### src/rtl/dec_pkg.sv
// Shared decode definitions: immediate-mode encodings, instruction field positions
// and default widths used by dec_stage_gen and dec_regfile.
package dec_pkg;

    localparam int DEF_XLEN  = 32;
    localparam int DEF_NREG  = 32;
    localparam int DEF_RA_W  = 5;
    localparam int DEF_IMM_W = 16;

    // Register fields are fixed at 5 bits in the instruction word.
    localparam int FIELD_W = 5;
    localparam int RS_LSB  = 21;
    localparam int RT_LSB  = 16;
    localparam int RD_LSB  = 11;

    typedef enum logic [1:0] {
        IMM_SEXT     = 2'b00,
        IMM_ZEXT     = 2'b01,
        IMM_UPPER    = 2'b10,
        IMM_ZEXT_ALT = 2'b11
    } imm_mode_e;

endpackage

### src/rtl/dec_regfile.sv
// Architectural register file: NREG x XLEN, two async read ports, one sync write port,
// synchronous active-low clear; register 0 and out-of-range addresses read as zero.
module dec_regfile
    import dec_pkg::*;
#(
    parameter int XLEN = DEF_XLEN,
    parameter int NREG = DEF_NREG,
    parameter int RA_W = DEF_RA_W
) (
    input  logic            clk,
    input  logic            rst,
    input  logic            i_we,
    input  logic [RA_W-1:0] i_waddr,
    input  logic [XLEN-1:0] i_wdata,
    input  logic [RA_W-1:0] i_raddr_a,
    input  logic [RA_W-1:0] i_raddr_b,
    output logic [XLEN-1:0] o_rdata_a,
    output logic [XLEN-1:0] o_rdata_b
);

    logic [XLEN-1:0] r_mem [NREG];
    logic            w_we_ok;

    function automatic logic addr_ok(input logic [RA_W-1:0] a);
        return (a != '0) && (int'(a) < NREG);
    endfunction

    assign w_we_ok = i_we && addr_ok(i_waddr);

    // NOTE: the memory is cleared on reset because software relies on all registers
    // reading zero afterwards; a storage array would normally be left unreset.
    // NOTE: non-blocking assignments here keep every register update in the same
    // edge-ordered evaluation, so readers in other blocks see the pre-edge value.
    always_ff @(posedge clk) begin
        if (!rst) begin
            for (int i = 0; i < NREG; i++) begin
                r_mem[i] <= '0;
            end
        end else if (w_we_ok) begin
            r_mem[i_waddr] <= i_wdata;
        end
    end

    assign o_rdata_a = addr_ok(i_raddr_a) ? r_mem[i_raddr_a] : '0;
    assign o_rdata_b = addr_ok(i_raddr_b) ? r_mem[i_raddr_b] : '0;

endmodule

### src/rtl/dec_stage_gen.sv
// Decode stage: register-file read, immediate extension and a single-entry valid/ready
// output register with stall and flush. Optional write-through bypass: DEC_STAGE_BYPASS_EN.
module dec_stage_gen
    import dec_pkg::*;
#(
    parameter int XLEN  = DEF_XLEN,
    parameter int NREG  = DEF_NREG,
    parameter int RA_W  = DEF_RA_W,
    parameter int IMM_W = DEF_IMM_W
) (
    input  logic            clk,
    input  logic            rst,
    input  logic            in_valid,
    output logic            in_ready,
    input  logic [31:0]     instr,
    input  logic [1:0]      imm_mode,
    input  logic            flush,
    output logic            out_valid,
    input  logic            out_ready,
    output logic [XLEN-1:0] reg_a,
    output logic [XLEN-1:0] reg_b,
    output logic [XLEN-1:0] imm_ext,
    output logic [RA_W-1:0] rd_addr,
    input  logic            wb_en,
    input  logic [RA_W-1:0] wb_addr,
    input  logic [XLEN-1:0] wb_data
);

    logic            r_valid;
    logic [XLEN-1:0] r_reg_a;
    logic [XLEN-1:0] r_reg_b;
    logic [XLEN-1:0] r_imm_ext;
    logic [RA_W-1:0] r_rd_addr;

    logic [RA_W-1:0]  w_rs;
    logic [RA_W-1:0]  w_rt;
    logic [RA_W-1:0]  w_rd;
    logic [IMM_W-1:0] w_imm;
    logic [XLEN-1:0]  w_rf_a;
    logic [XLEN-1:0]  w_rf_b;
    logic [XLEN-1:0]  w_op_a;
    logic [XLEN-1:0]  w_op_b;
    logic [XLEN-1:0]  w_imm_ext;
    logic             w_accept;

    assign w_rs  = RA_W'(instr[RS_LSB +: FIELD_W]);
    assign w_rt  = RA_W'(instr[RT_LSB +: FIELD_W]);
    assign w_rd  = RA_W'(instr[RD_LSB +: FIELD_W]);
    assign w_imm = instr[IMM_W-1:0];

    dec_regfile #(
        .XLEN (XLEN),
        .NREG (NREG),
        .RA_W (RA_W)
    ) u_regfile (
        .clk       (clk),
        .rst       (rst),
        .i_we      (wb_en),
        .i_waddr   (wb_addr),
        .i_wdata   (wb_data),
        .i_raddr_a (w_rs),
        .i_raddr_b (w_rt),
        .o_rdata_a (w_rf_a),
        .o_rdata_b (w_rf_b)
    );

`ifdef DEC_STAGE_BYPASS_EN
    assign w_op_a = (wb_en && wb_addr == w_rs && wb_addr != '0) ? wb_data : w_rf_a;
    assign w_op_b = (wb_en && wb_addr == w_rt && wb_addr != '0) ? wb_data : w_rf_b;
`else
    assign w_op_a = w_rf_a;
    assign w_op_b = w_rf_b;
`endif

    // NOTE: assigning a default before the case keeps this block purely combinational;
    // any path that leaves w_imm_ext unassigned would infer a latch.
    always_comb begin
        w_imm_ext = XLEN'(w_imm);
        case (imm_mode)
            IMM_SEXT:  w_imm_ext = XLEN'($signed(w_imm));
            IMM_UPPER: w_imm_ext = XLEN'(w_imm) << (XLEN - IMM_W);
            default:   w_imm_ext = XLEN'(w_imm);
        endcase
    end

    assign in_ready = !r_valid || out_ready;
    assign w_accept = in_valid && in_ready && !flush;

    always_ff @(posedge clk) begin
        if (!rst) begin
            r_valid   <= 1'b0;
            r_reg_a   <= '0;
            r_reg_b   <= '0;
            r_imm_ext <= '0;
            r_rd_addr <= '0;
        end else begin
            if (flush) begin
                r_valid <= 1'b0;
            end else if (in_ready) begin
                r_valid <= in_valid;
            end
            // Payload only moves on a real accept so a drained bundle stays visible.
            if (w_accept) begin
                r_reg_a   <= w_op_a;
                r_reg_b   <= w_op_b;
                r_imm_ext <= w_imm_ext;
                r_rd_addr <= w_rd;
            end
        end
    end

    assign out_valid = r_valid;
    assign reg_a     = r_reg_a;
    assign reg_b     = r_reg_b;
    assign imm_ext   = r_imm_ext;
    assign rd_addr   = r_rd_addr;

endmodule

### config.mk
export PLATFORM = sky130hd
export DESIGN_NAME = dec_stage_gen
export DESIGN_NICKNAME = d
export VERILOG_FILES = /design/src/rtl/dec_pkg.sv /design/src/rtl/dec_regfile.sv /design/src/rtl/dec_stage_gen.sv
export SDC_FILE = /design/constraint.sdc
export NUM_CORES = 2
export LEC_CHECK = 0
export ABC_AREA = 1
export CAP_MARGIN = 20
export CELL_PAD_IN_SITES_DETAIL_PLACEMENT = 0
export CELL_PAD_IN_SITES_GLOBAL_PLACEMENT = 2
export CORE_MARGIN = 2
export CORE_UTILIZATION = 40
export DETAILED_ROUTE_END_ITERATION = 8
export PLACE_DENSITY = 0.95
export SETUP_SLACK_MARGIN = 0.3
export SLEW_MARGIN = 20
export SYNTH_ARGS = -nofsm -noshare
export SYNTH_HDL_FRONTEND = slang
export SYNTH_SLANG_ARGS = --single-unit
### constraint.sdc
create_clock -name clk -period 5.2 [get_ports clk]
set_clock_uncertainty 0.05 [all_clocks]
set_input_delay 1.04 -clock clk [delete_from_list [all_inputs] [get_ports clk]]
set_output_delay 1.04 -clock clk [all_outputs]
set_load 0.02 [all_outputs]
* After elaboration in Yosys (flattened, before gate mapping) *
Memories as Yosys holds them, arrays and structs flattened.
Index checks and enable logic that the tools add are counted.

word-level totals
  register bits after elaboration = 102
  RAM bits = 1024
  bits of input ports = 77
  output and inout port bits = 103
  word-level logic and storage cells = 30
  memories kept = 1

memories
  memory           depth  width  rd ports  clocked after Yosys merged registers in  wr ports  RTL line           source
  u_regfile.r_mem  32     32     2         0                                        32        dec_regfile.sv:21  logic [XLEN-1:0] r_mem [NREG];

operators by class
  eq/ne operators = 1
  multiplexer cells = 10
  bitwise logic cells = 1
  reduce and logical (&&, ||, !) cells = 12

operators with widths
  operator            number
  $mux 32             3
  $pmux 32 s2         1
  $reduce_or 32->1    1
  $reduce_bool 5->1   3
  $mux 1              5
  $mux 5              1
  $logic_and 1x1->1   3
  $eq 2x2->1 const B  1
  $logic_not 1->1     2
  $logic_not 2->1     1
  $reduce_or 2->1     1
  $logic_or 1x1->1    1
  $not 1->1           1

* Longest topological paths before layout *
  depth in word-level cells = 7
  mapped depth = 14
  mapped depth without buffers = 11

* By module *
From an unflattened synthesis, not the netlist that was laid out.

second synthesis, totals
  cell total of the unflattened synthesis = 7804
  area, all modules = 60550.6 um2

modules (own cells, without submodules)
  module         times used  cells each  area each (um2)  sequential area each (um2)
  dec_regfile    1           7252        56585.5          30749.5
  dec_stage_gen  1           552         3965.1           2042.0

* Worst setup path before layout *
No wires, ideal clock.

  kind = in2reg
  start = input rst
  end = memory u_regfile.r_mem[16][0] (netlist name) (enable)
  setup time = 389 ps
  data arrival time = 2619 ps
  data required time = 4761 ps
  path slack = 2142 ps
  stages on the path = 8
  buffers on the path = 2
  path through = clkbuf_1 nand3_1 inv_1 nand2_1 inv_1 nand2_1 buf_2 nand2_1

RTL lines
  item         RTL line             source
  from (decl)  dec_stage_gen.sv:12  input logic rst,
  to (decl)    dec_regfile.sv:21

==> impl_metrics.toml <==
[outcome]
outcome = "finished, final reports clean"

[floorplan]
die_area_um2 = 153000
ioPinCount = 180
dieWidth_um = 391
initial_core_util = 0.402
die_height_um = 391
rows = 142
core_area_um2 = 149000

[place]
gp_congestion = 0.869
io_buffers = 173
dp_hpwl_um = 136000
dp_cells = 9320

[critical_path]
cp.required_ps = 5540
crit_arrival_ps = 3950
rr_worst_depth = 8
reg2reg_from = "out_valid$_SDFFE_PP0N_"
startpoint = "wb_addr[3]"
cpPeakStageDelay_ps = 740
r2r_end = "reg_b[1]$_SDFFE_PN0P_"
crit_top_cell = "nand2_2"
crit_fanout = 17
critPathKind = "input pin to flip-flop"
cp_slowest_cell = "nand2_2"
reg2reg_slack_ps = 2690
critPathLaunchType = "input pin"
end_kind = "flip-flop"
worstPathCellList = "clkdlybuf4s50_1 -> inv_1 -> nor3_1 -> nand2_2 -> nand2_2 -> buf_4"

[global_routing]
grt_usage = 0.318
grt_pass1_vias = 51500
antenna_found_initial = 5
overflow = 0
grt_pass1_wl_um = 353000
grt_max_degree = 181

[run]
maxCapViolCount = 0

[yosys]
synth_common_cells = "nand2_1, nor2_1, edfxtp_1"
synthesis.area_um2 = 60000
yosysSeqAreaShare = 0.547
yosysMostFrequentCell = "nand2_1"
ys_warn_count = 0
synth_top_family_by_area = "simple AND/OR/NAND/NOR gates"
yosys.area.top_type = "edfxtp_1"
syn_inst = 7650
syn_area_per_cell_um2 = 7.84
synth.area.mux_share = 0
netlist.area_leader.share = 0.513
ys_seq_elements = 1126
synthTopCellsByArea = "edfxtp_1, nand2_1, nor2_1"
yosys.area_share.simple = 0.333
synth_ff_type = "edfxtp_1"
synth_compound_gate_area_share = 0.0596
synth_adder_area_share = 0
synth_xor_area_frac = 0
ys_async_sr_fraction = 0
synth-edff-count = 1024
synth.distinct_cells = 23

[timing]
finalSetupViolations = 0
setup_tns_ps = 0
period_share = 0.693
rsz0062_at_grt = "no"
worstMarginPinSlew_ps = 1160
maxSlewViolCount = 0
finalHoldViolations = 0
period_needed_ps = 3600
hold_ws_ps = 412
clock.fmax_mhz = 278
relSlewSlack = 0.223

[clocking]
clkLatencyLatePin_ps = 770
cts_buffers = 131
clockBufferDepth = 3
htreeDepth = 4
cts_resized = 0
cts_sinks = 1126
cts_root_buf = "clkbuf_16"
postCtsSetupBuffers = 0
cts_tree = "built"
clk_pin_slew_ps = 60
hold_buffers = 0

[routing]
wl_per_cell_um = 26.0
drcViolationCount = 0
wl_um = 248000
drt-initial-drc-count = 8080
vias_per_cell = 5.81
num_vias = 55500
firstDrtPassIters = 7
drtAntennaViolNets = 0

[finish]
syn_to_final_growth_pct = 11.9
layout-drive-gt1-share = 0.0583
nNetsFinal = 7589
final_core_util = 0.450
num-fill-cells = 14500
instances_no_fill = 9551

[hold_path]
whs_path_depth = 2
hp-start = "reg_a[2]$_SDFFE_PN0P_"
hp-class = "flip-flop to flip-flop"
hold_end = "reg_a[2]$_SDFFE_PN0P_"

[pwr]
ir_worst_vdd_mv = 0.249
power_leakage_nw = 27.3
p_per_area_nw_per_um2 = 334
layer usage:
| metal | wire [µm] | vias up | global-route usage |
|---|---|---|---|
| met5 | 13 | - | 0 |
| li1 | - | 24600 | - |
| met3 | 29900 | 561 | 0.0624 |
| met1 | 95500 | 26600 | 0.426 |
| met4 | 10700 | 2 | 0.131 |
| met2 | 112000 | 3615 | 0.502 |
sequential cells by signal, summed over array words and instances (netlist names):
register and count:
out_valid 1, reg_b 32, u_regfile.r_mem 1024, rd_addr 5
imm_ext 32, reg_a 32
critical path: cells and delay by family:
family,cells,cell delay [ps]
AND/OR/NAND/NOR,3,1600
buffers and inverters,3,1250
metrics by stage:
stage                     setup slack (ps)  area [µm²]  power, mW
after global routing                  1590       67100       23.0
after detailed placement               987       63100       13.6
after CTS                             1810       67000       22.4
after floorplan                       2140       60100       12.4
final                                 1600       67100       22.4
after global placement                1100       63100       13.6
how the worst max path moves through the flow:
stage                     cells after the start  slack (ps)                               endpoint
after detailed placement                      6         990   u_regfile.r_mem[15][7]$_SDFFCE_PN0P_
final                                         6        1600  u_regfile.r_mem[15][12]$_SDFFCE_PN0P_
after CTS                                     4        1810                               in_ready
after global placement                        6        1100   u_regfile.r_mem[15][7]$_SDFFCE_PN0P_
after global routing                          6        1590  u_regfile.r_mem[15][11]$_SDFFCE_PN0P_
after floorplan                               8        2140   u_regfile.r_mem[16][0]$_SDFFCE_PN0P_
layout by cell type (no fill, tap or decap), drive strengths merged:
cell / n
nor2: 1545
buf: 173
clkbuf: 180
o21ai: 296
a21oi: 356
nand2: 2681
inv: 148
nor3: 9
diode: 2
nand3: 805
conb: 32
edfxtp: 1024
clkdlybuf4s50: 162
dfxtp: 102
a211oi: 1
bufinv: 6
o211ai: 40
nand4: 1
clkinv: 44
kinds of logic (layout without fill, tap and decap cells):
| family | Yosys count | after routing |
|---|---|---|
| AO/OA/AOI/OAI | 693 | 693 |
| buffers and inverters | 789 | 713 |
| other | 1 | 34 |
| AND/OR/NAND/NOR | 5041 | 5041 |
| flip-flops | 1126 | 1126 |
layout make-up:
class / instances / area [µm²] / area share
Tap cell: 1944 / 2430 / 0.0362
Multi-Input combinational cell: 5766 / 23900 / 0.355
Sequential cell: 1126 / 32800 / 0.489
Clock buffer: 179 / 3560 / 0.0530
Antenna cell: 2 / 5.00 / 0.0000746
Clock inverter: 47 / 397 / 0.00591
Inverter: 151 / 603 / 0.00899
Timing Repair Buffer: 336 / 3470 / 0.0517
power breakdown:
group	internal (mW)	switching [mW]
combinational	0.774	2.15
sequential	10.4	0.242
clock	5.07	3.80
Note: power is estimated with default switching activity, not from simulation.
